File: src/rtl/ram_stream_reader_if.sv
// ram_stream_reader_if: RAM read port plus the valid/ready output stream
interface ram_stream_reader_if #(
  parameter int ADDR = 12,
  parameter int DATA = 10
);
  logic [ADDR-1:0] rd_addr;
  logic            rd_en;
  logic [DATA-1:0] rd_data;
  logic [DATA-1:0] out_data;
  logic            out_valid;
  logic            out_ready;
  modport master (
    output rd_addr, rd_en, out_data, out_valid,
    input  rd_data, out_ready
  );
  modport slave (
    input  rd_addr, rd_en, out_data, out_valid,
    output rd_data, out_ready
  );
endinterface

File: src/rtl/ram_stream_reader.sv
// ram_stream_reader: bursts words out of a 1-cycle-latency RAM into a valid/ready stream
module ram_stream_reader #(
  parameter int ADDR = 12,
  parameter int DATA = 10
) (
  input  logic                clk,
  input  logic                rst_n,
  input  logic                start,
  input  logic                abort,
  input  logic [ADDR-1:0]     base_addr,
  input  logic [ADDR:0]       length,
  output logic                busy,
  output logic                done,
  ram_stream_reader_if.master bus
);
  typedef enum logic [1:0] {IDLE, RUN, DRAIN} state_t;
  state_t          state, state_nxt;
  logic [ADDR-1:0] base_q;
  logic [ADDR:0]   len_q, issued, issued_nxt;
  logic [DATA-1:0] mem [2];
  logic [1:0]      cnt;
  logic [2:0]      occ;
  logic            rptr, wptr, inflight, push, pop, accept, drain_end;
  assign issued_nxt    = issued + (ADDR+1)'(1);
  assign push          = inflight;
  assign pop           = bus.out_valid & bus.out_ready;
  // Words already held or on their way, after this cycle's pop; keeps the FIFO at <= 2.
  assign occ           = 3'(cnt) + 3'(inflight) - 3'(pop);
  assign accept        = state == IDLE && start && !abort && length != '0;
  assign drain_end     = !inflight && (cnt == 2'd0 || (cnt == 2'd1 && pop));
  assign bus.out_valid = cnt != 2'd0;
  assign bus.out_data  = mem[rptr];
  assign bus.rd_addr   = base_q + issued[ADDR-1:0];
  // State register
  always_ff @(posedge clk)
    state <= !rst_n ? IDLE : state_nxt;
  // Next-state logic; abort wins over every other transition
  always_comb begin
    state_nxt = state;
    case (state)
      IDLE:    state_nxt = accept ? RUN : IDLE;
      RUN:     state_nxt = abort ? IDLE : (bus.rd_en && issued_nxt == len_q) ? DRAIN : RUN;
      DRAIN:   state_nxt = (abort || drain_end) ? IDLE : DRAIN;
      default: state_nxt = IDLE;
    endcase
  end
  // Outputs: reads are issued only in RUN while the credit allows
  always_comb begin
    bus.rd_en = state == RUN && occ < 3'd2 && issued < len_q;
    busy      = state != IDLE;
  end
  // Burst bookkeeping, returned-data capture and the 2-entry FIFO
  always_ff @(posedge clk) begin
    if (!rst_n) begin
      base_q   <= '0;
      len_q    <= '0;
      issued   <= '0;
      inflight <= 1'b0;
      cnt      <= 2'd0;
      rptr     <= 1'b0;
      wptr     <= 1'b0;
      mem[0]   <= '0;
      mem[1]   <= '0;
      done     <= 1'b0;
    end else begin
      if (accept) begin
        base_q <= base_addr;
        len_q  <= length;
        issued <= '0;
      end else if (bus.rd_en) begin
        issued <= issued_nxt;
      end
      inflight <= bus.rd_en && !abort;
      done     <= !abort && ((state == IDLE && start && length == '0) || (state == DRAIN && drain_end));
      if (abort) begin
        cnt  <= 2'd0;
        rptr <= 1'b0;
        wptr <= 1'b0;
      end else begin
        if (push) begin
          mem[wptr] <= bus.rd_data;
          wptr      <= ~wptr;
        end
        if (pop) rptr <= ~rptr;
        cnt <= cnt + 2'(push) - 2'(pop);
      end
    end
  end
endmodule

File: src/flat_wrapper.sv
// flat-port wrapper written by rule: the top's interface ports become plain ports
module ram_stream_reader_flat 
#(
  parameter int ADDR = 12,
  parameter int DATA = 10
)
  (clk, rst_n, start, abort, base_addr, length, busy, done, bus_rd_addr, bus_rd_en, bus_out_data, bus_out_valid, bus_rd_data, bus_out_ready);
  ram_stream_reader_if #(.ADDR(ADDR), .DATA(DATA)) bus_i ();
  input  logic clk;
  input  logic rst_n;
  input  logic start;
  input  logic abort;
  input  logic [ADDR-1:0] base_addr;
  input  logic [ADDR:0] length;
  output logic busy;
  output logic done;
  output wire logic [$bits(bus_i.rd_addr)-1:0] bus_rd_addr;
  output wire logic [$bits(bus_i.rd_en)-1:0] bus_rd_en;
  output wire logic [$bits(bus_i.out_data)-1:0] bus_out_data;
  output wire logic [$bits(bus_i.out_valid)-1:0] bus_out_valid;
  input wire logic [$bits(bus_i.rd_data)-1:0] bus_rd_data;
  input wire logic [$bits(bus_i.out_ready)-1:0] bus_out_ready;
  assign bus_rd_addr = bus_i.rd_addr;
  assign bus_rd_en = bus_i.rd_en;
  assign bus_out_data = bus_i.out_data;
  assign bus_out_valid = bus_i.out_valid;
  assign bus_i.rd_data = bus_rd_data;
  assign bus_i.out_ready = bus_out_ready;
  ram_stream_reader #(.ADDR(ADDR), .DATA(DATA)) u_core (.clk(clk), .rst_n(rst_n), .start(start), .abort(abort), .base_addr(base_addr), .length(length), .busy(busy), .done(done), .bus(bus_i));
endmodule
File: config.mk
export PLATFORM = sky130hd
export DESIGN_NAME = ram_stream_reader_flat
export DESIGN_NICKNAME = d
export VERILOG_FILES = /design/src/rtl/ram_stream_reader_if.sv /design/src/rtl/ram_stream_reader.sv /design/src/flat_wrapper.sv
export SDC_FILE = /design/constraint.sdc
export NUM_CORES = 1
export LEC_CHECK = 0
export BUFFER_PORTS_ARGS = -buffer_cell sky130_fd_sc_hd__clkbuf_2
export CORE_MARGIN = 4
export CORE_UTILIZATION = 45
export CTS_BUF_LIST = sky130_fd_sc_hd__clkbuf_8
export DETAILED_ROUTE_END_ITERATION = 16
export GPL_TIMING_DRIVEN = 0
export PLACE_DENSITY = 0.66
export SKIP_LAST_GASP = 1
export SYNTH_ARGS = -nofsm -noshare
export SYNTH_HDL_FRONTEND = slang
export SYNTH_SLANG_ARGS = --single-unit
File: constraint.sdc
create_clock -name clk -period 3.91 [get_ports clk]
set_clock_uncertainty 0.1 [all_clocks]
set_input_delay 0.391 -clock clk [delete_from_list [all_inputs] [get_ports clk]]
set_output_delay 0.391 -clock clk [all_outputs]
set_load 0.005 [all_outputs]
-- Word level (Yosys, flattened, before mapping)
Memories as Yosys holds them, arrays and structs flattened. A register that Yosys moved wholly into a read port is not among the register bits.
Index checks and enable logic that the tools add are counted.
- word-level logic and storage cells: 67
- register bits: 46
- memories: 1
- RAM bits: 20
- input bits: 40
- output and inout bits: 26
- mux-type cells: 15
- reduce and logical (&&, ||, !) cells: 26
- eq/ne operators: 4
- bitwise operators: 4
- $lt $le $gt $ge: 2
- add/sub/neg operators: 6
- memories (name ; depth ; bits a word ; rd ports ; clocked after Yosys merged registers in ; write ports ; RTL line ; source):
    u_core.mem ; 2 ; 10 ; 1 ; 1 ; 2 ; ram_stream_reader.sv:20 ; logic [DATA-1:0] mem [2];
- operators by type and width (kind ; count):
    adder 13 x 1 -> 13 bit, second input constant ; 1
    == test 13 bit ; 1
    zero test 13 bit ; 1
    < comparator 13 bit ; 1
    nonzero test 13 bit ; 1
    adder 12 bit ; 1
    logical AND 1 bit ; 12
    2-to-1 mux 1 bit ; 10
    2-to-1 mux 10 bit ; 1
    OR reduction 10 bit ; 1
    2-to-1 mux 2 bit ; 3
    one-hot mux 2 bit (3 select lines) ; 1
    == test 2 x 1 -> 1 bit, second input constant ; 2
    zero test 2 bit ; 2
    nonzero test 2 bit ; 2
    OR reduction 2 bit ; 2
    adder 2 x 1 -> 3 bit ; 1
    logical OR 1 bit ; 3
    < comparator 3 x 2 -> 1 bit, second input constant ; 1
    NOT 1 bit ; 3
    subtractor 3 x 1 -> 3 bit ; 1
    adder 2 x 1 -> 2 bit ; 1
    == test 2 bit, second input constant ; 1
    zero test 1 bit ; 2
    2 further kinds ; 2

-- Longest topological paths before layout
Gate-level depths: netlist (run 1).
- word-level depth: 10
- mapped depth: 15
- mapped depth without buffers: 14

-- Worst setup path after synthesis (run 1)
Ideal clock, no wire load.
- path type: flip-flop to flip-flop
- from: reg u_core.cnt[1]
- to: reg u_core.issued[7]
- clock period less this slack: 3.400 ns
- buffers on the path: 2
- arrival: 3.168 ns
- library setup time: 0.132 ns
- cell stages (with the launch flop): 16
- path slack: 0.510 ns
- data required time: 3.678 ns
- path through: dfxtp_1 -> or2_2 -> and2_1 -> ha_1 -> inv_1 -> ha_1 -> inv_1 -> fa_1 -> nor4bb_1 -> o211ai_1 -> a2111oi_2 -> a21oi_1 -> buf_2 -> clkbuf_1 -> o21ai_0 -> a21oi_1
- word-level cells in the longest chain between the ends: 6
- elaborated cells between the ends (all ways): 7
- classes of those cells: add/sub: 2; order compare: 1; bitwise: 1; reduce/logical: 3
- ends and longest elaborated chain (what ; RTL line ; source):
    from (decl) ; ram_stream_reader.sv:21 ; logic [1:0] cnt;
    from (signal assigned) ; ram_stream_reader.sv:85 ; cnt <= cnt + 2'(push) - 2'(pop);
    nonzero test 2 bit ; ram_stream_reader.sv:31 ; assign bus.out_valid = cnt != 2'd0;
    via bus_out_valid ; flat_wrapper.sv:20 ; output wire logic [$bits(bus_i.out_valid)-1:0] bus_out_valid;
    AND 1 bit ; ram_stream_reader.sv:26 ; assign pop = bus.out_valid & bus.out_ready;
    via u_core.pop ; ram_stream_reader.sv:23 ; logic rptr, wptr, inflight, push, pop, accept, drain_end;
    subtractor 3 x 1 -> 3 bit ; ram_stream_reader.sv:28 ; assign occ = 3'(cnt) + 3'(inflight) - 3'(pop);
    < comparator 3 x 2 -> 1 bit ; ram_stream_reader.sv:49 ; bus.rd_en = state == RUN && occ < 3'd2 && issued < len_q;
    logical AND 1 bit (2 in series) ; ram_stream_reader.sv:49 ;
    to (signal assigned) ; ram_stream_reader.sv:71 ; issued <= issued_nxt;
    to (decl) ; ram_stream_reader.sv:19 ; logic [ADDR:0] len_q, issued, issued_nxt;
The timed path passes the listed nets, and every way through them passes these cells.
A chain may end at the register's enable or synchronous reset.

-- Worst setup path in the final report (run 1)
- from: reg u_core.cnt[1]
- to: out bus_rd_en
- word-level cells in the longest chain between the ends: 6
- elaborated cells between the ends (all ways): 7
- classes of those cells: add/sub: 2; order compare: 1; bitwise: 1; reduce/logical: 3
- ends and longest elaborated chain (what ; RTL line ; source):
    nonzero test 2 bit ; ram_stream_reader.sv:31 ;
    AND 1 bit ; ram_stream_reader.sv:26 ;
    via u_core.pop ; ram_stream_reader.sv:23 ;
    subtractor 3 x 1 -> 3 bit ; ram_stream_reader.sv:28 ;
    < comparator 3 x 2 -> 1 bit ; ram_stream_reader.sv:49 ;
    logical AND 1 bit (2 in series) ; ram_stream_reader.sv:49 ;
    to (decl) ; flat_wrapper.sv:18 ; output wire logic [$bits(bus_i.rd_en)-1:0] bus_rd_en;
The timed path passes the listed nets, and every way through them passes these cells.

==> metrics.cfg, run 1 <==
[global_route]
grt_antenna_before_repair = 0
grt.total_usage = 0.181
grt_overflow_total = 0
grt_max_degree = 14
first_global_vias = 3178
grt_pass1_wl_microns = 15000

[route]
wl_per_cell_microns = 14.8
drc = 0
vias_per_cell = 5.28
drt-pass1-iter-count = 4
postRouteAntennaNets = 0
via_count = 3296
dr.first_iter.drc_count = 232
wl_microns = 9250

[clock_tree]
root_buffer = clkbuf_8
numCtsBuffers = 9
insertion_delay_ns = 0.34
clock_sinks = 67
clkSlewWorstSetupHoldPaths_ns = 0.08
tritoncts = yes
htree_levels = 3
cts_buffer_depth = 2

[setup_path]
cpPeakStageDelay_ns = 0.57
crit_chain = or2_4, and2_4, ha_4, inv_2, ha_4, inv_2, fa_1, nor4bb_4, o211ai_1, a2111oi_2, a21oi_2, buf_6, inv_8, buf_6
path_class = reg2out
crit_fanout = 6
crit_slowest_cell = fa_1
cp-start-kind = register
cp.required_ns = 3.42
crit_buf_inv = 5
crit_arrival_ns = 3.26
critPathTopFamily = adder cells
cp-end-kind = primary output
r2r_slack_ns = 0.24

[yosys]
synth.most_common_cell = dfxtp_1
synth_edf_count = 20
ys_warn_count = 0
synth_cell_types = 47
yosysSeqAreaShare = 0.382
syn_inst = 427
avgSynthCellArea_sq_um = 9.46
synth_nets = 496
synth_common_cells = dfxtp_1 (47), inv_1 (29), nor2b_1 (28), ha_1 (27), mux2i_1 (25)
synth_top_area_frac = 0.233
syn_area_sq_um = 4040
synth_area_leaders = dfxtp_1 (23%), edfxtp_1 (15%), ha_1 (8.4%), mux2i_1 (6.2%), nor2b_1 (4.3%)
synth_area_leader_cell = dfxtp_1
async_reset_ff_frac = 0
ys.flop_type = dfxtp_1
ys_ff_latch = 67

[layout]
num-fill-cells = 785
final_core_util = 0.560
drive_gt1_frac = 0.236
final_nets = 580
multiInputGateArea_sq_um = 2360
fin_area_sq_um = 4880
register_area_sq_um = 1550
diodes = 0
area_growth_pct = 20.9
stdcell_count = 624

[power]
vdd_drop_max_v = 0.000198
power.leakage_nw = 2.16
power_per_cell_area_nw_per_um2 = 336
power.total_mw = 1.64

[min_path]
hold_class = in2reg

[timing]
fmax_mhz = 266
max_slew_margin = 0.542
finalWorstSetupSlack_ns = 0.156
worstMarginPinSlew_ns = 0.681
drv_slew = 0
finalSetupViolCount = 0
finalCritPeriodShare = 0.960
finalCriticalPeriod_ns = 3.75
hold_viol_final = 0

[place]
pre_cts_ws_ns = 0.0428
hpwl_microns = 6950
place_area_sq_um = 4500
place_congestion = 0.910
place_inst = 600
portBuffers = 65

[floorplan]
fp-row-count = 34
fp.coreArea_sq_um = 8720
die_y_microns = 103
die_w_microns = 103
dieArea_sq_um = 10600
ios = 66
start_util = 0.463

[run]
drv_cap = 0

[run_status]
status = completed

[layer usage]
metal / routed length [microns] / vias to the layer above / part of all wire / track usage
li1: - / 1689 / - / -
met1: 4260 / 1517 / 0.46 / 0.240
met2: 4320 / 79 / 0.47 / 0.292
met3: 504 / 11 / 0.054 / 0.0332
met4: 164 / 0 / 0.018 / 0.0716
met5: 0 / - / 0 / 0
[cell type report]
| type | instances | share of cell area |
|---|---|---|
| plain buffers | 19 | 0.0174 |
| multi-input cells | 312 | 0.483 |
| flip-flops and latches | 67 | 0.317 |
| well taps | 108 | 0.0277 |
| repair buffers | 73 | 0.0802 |
| clock inverters | 7 | 0.0254 |
| clock buffers | 9 | 0.0254 |
| inverters | 29 | 0.0238 |
[tightest hold or removal path: stages]
cell	delay [ns]
clkbuf_2	0.07
mux2i_1	0.05
nor2b_1	0.09
[stage by stage]
step                      TNS [ns]  hold WS, ns
after floorplan                  0        0.379
after global placement           0        0.399
after detailed placement         0        0.405
after CTS                        0        0.198
after global routing       -0.0412        0.211
final                            0        0.203
[cell usage in the layout (no fill, tap or decap), types with 12 or more instances in the layout]
master,n
a21oi_1,22
mux2i_1,25
clkbuf_2,64
dfxtp_1,45
and2_1,23
edfxtp_1,20
o21ai_0,20
nand2_1,13
nor2_1,14
inv_1,26
ha_1,25
nor2b_1,28
clkbuf_1,12
xnor2_1,20
[registers in the layout (all words and copies together) (netlist names), named ones only]
signal           cells
u_core.len_q        13
u_core.rptr          1
u_core.mem          20
u_core.state         2
u_core.inflight      1
u_core.cnt           2
u_core.done          1
u_core.base_q       12
u_core.wptr          1
u_core.issued       13
[repair_timing]
action | 4_1_cts | 5_1_grt
pin swaps | 3 | 5
setup buffers | 1 | 7
hold buffers | 0 | 0
setup endpoints to repair | 4 | 4
resized for setup | 5 | 16
[power by group]
group	total (mW)	internal, mW	switching, mW
logic	0.186	0.0922	0.0941
registers	0.752	0.736	0.0163
clock network	0.703	0.428	0.276
total	1.64	1.26	0.386
[cells by family (layout without fill, tap and decap cells)]
| logic type | Yosys count | count (layout) | share of synthesized area |
|---|---|---|---|
| flops | 67 | 67 | 0.382 |
| simple gates | 149 | 149 | 0.216 |
| mux | 35 | 35 | 0.0899 |
| fa+ha+maj | 29 | 29 | 0.0936 |
| xor+xnor | 28 | 28 | 0.0607 |
| buf+inv | 48 | 137 | 0.0465 |
| compound gates | 71 | 71 | 0.112 |
[path summary, 6_finish.rpt]
path,from,endpoint,cells after the start
worst max-delay path,u_core.cnt[1]$_SDFF_PP0_,bus_rd_en,14
worst min-delay path,base_addr[11],u_core.base_q[11]$_SDFFE_PN0P_,3
worst max register to register,u_core.cnt[1]$_SDFF_PP0_,u_core.state[0]$_SDFF_PN0_,14
worst min register to register,u_core.rptr$_SDFFE_PP0P_,register,2
(Power assumes the default switching activity.)
==> run 2: changes to the inputs <==
--- a/config.mk
+++ b/config.mk
@@ -6,12 +6,14 @@
 export NUM_CORES = 1
 export LEC_CHECK = 0
 export BUFFER_PORTS_ARGS = -buffer_cell sky130_fd_sc_hd__clkbuf_2
+export CELL_PAD_IN_SITES_DETAIL_PLACEMENT = 1
+export CELL_PAD_IN_SITES_GLOBAL_PLACEMENT = 1
 export CORE_MARGIN = 4
 export CORE_UTILIZATION = 45
 export CTS_BUF_LIST = sky130_fd_sc_hd__clkbuf_8
 export DETAILED_ROUTE_END_ITERATION = 16
 export GPL_TIMING_DRIVEN = 0
-export PLACE_DENSITY = 0.66
+export PLACE_DENSITY_LB_ADDON = 0.1
 export SKIP_LAST_GASP = 1
 export SYNTH_ARGS = -nofsm -noshare
 export SYNTH_HDL_FRONTEND = slang
==> metrics.cfg, run 2 (synthesized netlist as in run 1, its figures left out) <==
[run_status]
status = completed  ; unchanged

[place]
place_congestion = 0.860  ; was 0.910
portBuffers = 65  ; unchanged
pre_cts_ws_ns = -0.219  ; was 0.0428 ns
place_area_sq_um = 4500  ; unchanged
hpwl_microns = 8340  ; was 6950 microns

[route]
drt-pass1-iter-count = 4  ; unchanged
drc = 0  ; unchanged
vias_per_cell = 5.46  ; was 5.28
via_count = 3404  ; was 3,296
dr.first_iter.drc_count = 137  ; was 232
wl_per_cell_microns = 17.4  ; was 14.8 microns
wl_microns = 10800  ; was 9250 microns
postRouteAntennaNets = 0  ; unchanged

[setup_path]
path_class = reg2out  ; unchanged
cpPeakStageDelay_ns = 0.54  ; was 0.57 ns
crit_fanout = 7  ; was 6
ff2ff_path_depth = 15  ; was 14
cp-start-kind = register  ; unchanged
crit_chain = or2_4, and2_4, ha_4, inv_4, ha_4, inv_2, fa_1, nor4bb_4, o211ai_1, a2111oi_2, a21oi_2, buf_6, inv_6, buf_6  ; was or2_4, and2_4, ha_4, inv_2, ha_4, inv_2, fa_1, nor4bb_4, o211ai_1, a2111oi_2, a21oi_2, buf_6, inv_8, buf_6
crit_slowest_cell = fa_1  ; unchanged
r2r_end = u_core.issued[9]$_SDFFE_PP0N_  ; was u_core.state[0]$_SDFF_PN0_
crit_buf_inv = 5  ; unchanged
r2r_slack_ns = 0.18  ; was 0.24 ns
worstReg2RegStart = u_core.cnt[0]$_SDFF_PP0_  ; was u_core.cnt[1]$_SDFF_PP0_
cp-end-kind = primary output  ; unchanged
cp.required_ns = 3.42  ; about the same
critPathTopFamily = adder cells  ; unchanged
crit_arrival_ns = 3.29  ; was 3.26 ns

[power]
vdd_drop_max_v = 0.000211  ; was 0.000198 V
swShare = 0.272  ; was 0.235
pwr-share-seq = 0.485  ; was 0.458
power.internal_mw = 1.13  ; was 1.26 mW
power_per_cell_area_nw_per_um2 = 321  ; was 336 nW/um^2
p_switching_mw = 0.423  ; was 0.386 mW
clockPowerShare = 0.392  ; was 0.428
p_comb_frac = 0.124  ; was 0.113
power.leakage_nw = 2.13  ; was 2.16 nW
power.total_mw = 1.55  ; was 1.64 mW

[layout]
num-fill-cells = 1050  ; was 785
area_growth_pct = 19.8  ; was 20.9%
fin_area_sq_um = 4840  ; was 4880 sq um
largest_reg_flops = 20  ; unchanged
multiInputGateArea_sq_um = 2370  ; was 2360 sq um
drive_gt1_frac = 0.239  ; was 0.236
mostFrequentLayoutCells = clkbuf_2 (64), dfxtp_1 (45), nor2b_1 (28)  ; unchanged
largestRegisters = u_core.mem (20), u_core.issued (13), u_core.len_q (13)  ; unchanged
largest-register = u_core.mem  ; unchanged
diodes = 0  ; unchanged
final_nets = 579  ; was 580
layout.cells.most_common = clkbuf_2  ; unchanged
register_area_sq_um = 1550  ; unchanged

[floorplan]
dieArea_sq_um = 10600  ; unchanged
die_y_microns = 103  ; unchanged
start_util = 0.463  ; unchanged
ios = 66  ; unchanged
die_w_microns = 103  ; unchanged
fp-row-count = 34  ; unchanged
fp.coreArea_sq_um = 8720  ; unchanged

[clock_tree]
postCtsHoldBufs = 0  ; unchanged
clock_sinks = 67  ; unchanged
root_buffer = clkbuf_8  ; unchanged
numCtsBuffers = 9  ; unchanged
clkSlewWorstSetupHoldPaths_ns = 0.08  ; about the same
htree_levels = 3  ; unchanged
tritoncts = yes  ; unchanged
cts_buffer_depth = 2  ; unchanged
insertion_delay_ns = 0.35  ; was 0.34 ns

[timing]
fmax_mhz = 265  ; was 266 MHz
worstMarginPinSlew_ns = 0.723  ; was 0.681 ns
finalCritPeriodShare = 0.967  ; was 0.960
finalWorstSetupSlack_ns = 0.130  ; was 0.156 ns
fin_hold_ws_ns = 0.184  ; was 0.203 ns
drv_slew = 0  ; unchanged
max_slew_margin = 0.513  ; was 0.542
hold_viol_final = 0  ; unchanged
rsz0062_at_grt = true
finalCriticalPeriod_ns = 3.78  ; was 3.75 ns
tns_ns = 0  ; unchanged
finalSetupViolCount = 0  ; unchanged

[run]
drv_cap = 0  ; unchanged

[global_route]
grt.total_usage = 0.217  ; was 0.181
grt_overflow_total = 0  ; unchanged
grt_pass1_wl_microns = 17600  ; was 15,000 microns
grt_max_degree = 15  ; was 14
first_global_vias = 3542  ; was 3,178
grt_antenna_before_repair = 0  ; unchanged

[min_path]
min_from = base_addr[2]  ; was base_addr[11]
whs_endpoint = u_core.base_q[2]$_SDFFE_PN0P_  ; was u_core.base_q[11]$_SDFFE_PN0P_
whs_path_depth = 3  ; unchanged
hold_class = in2reg  ; unchanged

## run 2: worst reg2reg max path, cell delays in order (launching register included)
cell       delay, ns
dfxtp_2         0.34
or2_4           0.25
and2_4          0.15
ha_4            0.21
inv_4           0.05
ha_4            0.11
inv_2           0.03
fa_1            0.55
nor4bb_4        0.20
o211ai_1        0.17
a2111oi_2       0.40
a21oi_2         0.15
buf_4           0.16
buf_4           0.13
or4_1           0.49
a21oi_1         0.16
## run 2: what timing repair did
item	CTS	global route
setup buffers	2	5
gates resized for setup	5	18
setup endpoints to repair	12	14
pin swaps	3	6
## run 2: through the flow
stage | std cells | utilization
5_1_grt | 623 | 0.555
3_5_place_dp | 600 | 0.516
4_1_cts | 618 | 0.542
3_3_place_gp | 600 | 0.516
2_1_floorplan | 427 | -
6_report | 623 | 0.555
## run 2: per-layer routing
metal,up-vias,global-route usage,share of wire
li1,1680,-,-
met1,1636,0.276,0.44
met2,70,0.374,0.50
met3,18,0.0291,0.040
met4,0,0.0827,0.020
met5,-,0,0
## run 2: how the worst max path moves through the flow
stage | startpoint | endpoint | slack [ns] | cells after the start
2_1_floorplan | u_core.cnt[1]$_SDFF_PP0_ | u_core.issued[7]$_SDFFE_PP0N_ | 0.51 | 15
3_3_place_gp | u_core.cnt[1]$_SDFF_PP0_ | u_core.issued[1]$_SDFFE_PP0N_ | -0.01 | 15
3_5_place_dp | u_core.cnt[1]$_SDFF_PP0_ | u_core.state[0]$_SDFF_PN0_ | -0.22 | 13
4_1_cts | u_core.cnt[1]$_SDFF_PP0_ | bus_rd_en | -0.14 | 14
5_1_grt | u_core.cnt[1]$_SDFF_PP0_ | bus_rd_en | -0.02 | 14
6_report | u_core.cnt[0]$_SDFF_PP0_ | bus_rd_en | 0.13 | 14
## run 2: layout make-up
cell class	count	area share
flip-flops and latches	67	0.320
clock buffers	9	0.0256
repair buffers	72	0.0794
inverters	29	0.0240
plain buffers	19	0.0176
well taps	108	0.0279
multi-input cells	312	0.489
clock inverters	7	0.0166
## run 2: power by group through the flow
stage	Combinational, mW	Sequential (mW)	Clock [mW]
final	0.192	0.753	0.609
after global routing	0.215	0.757	0.654
after CTS	0.183	0.753	0.622
after detailed placement	0.177	0.770	0
after global placement	0.170	0.767	0
after floorplan	0.108	0.763	0
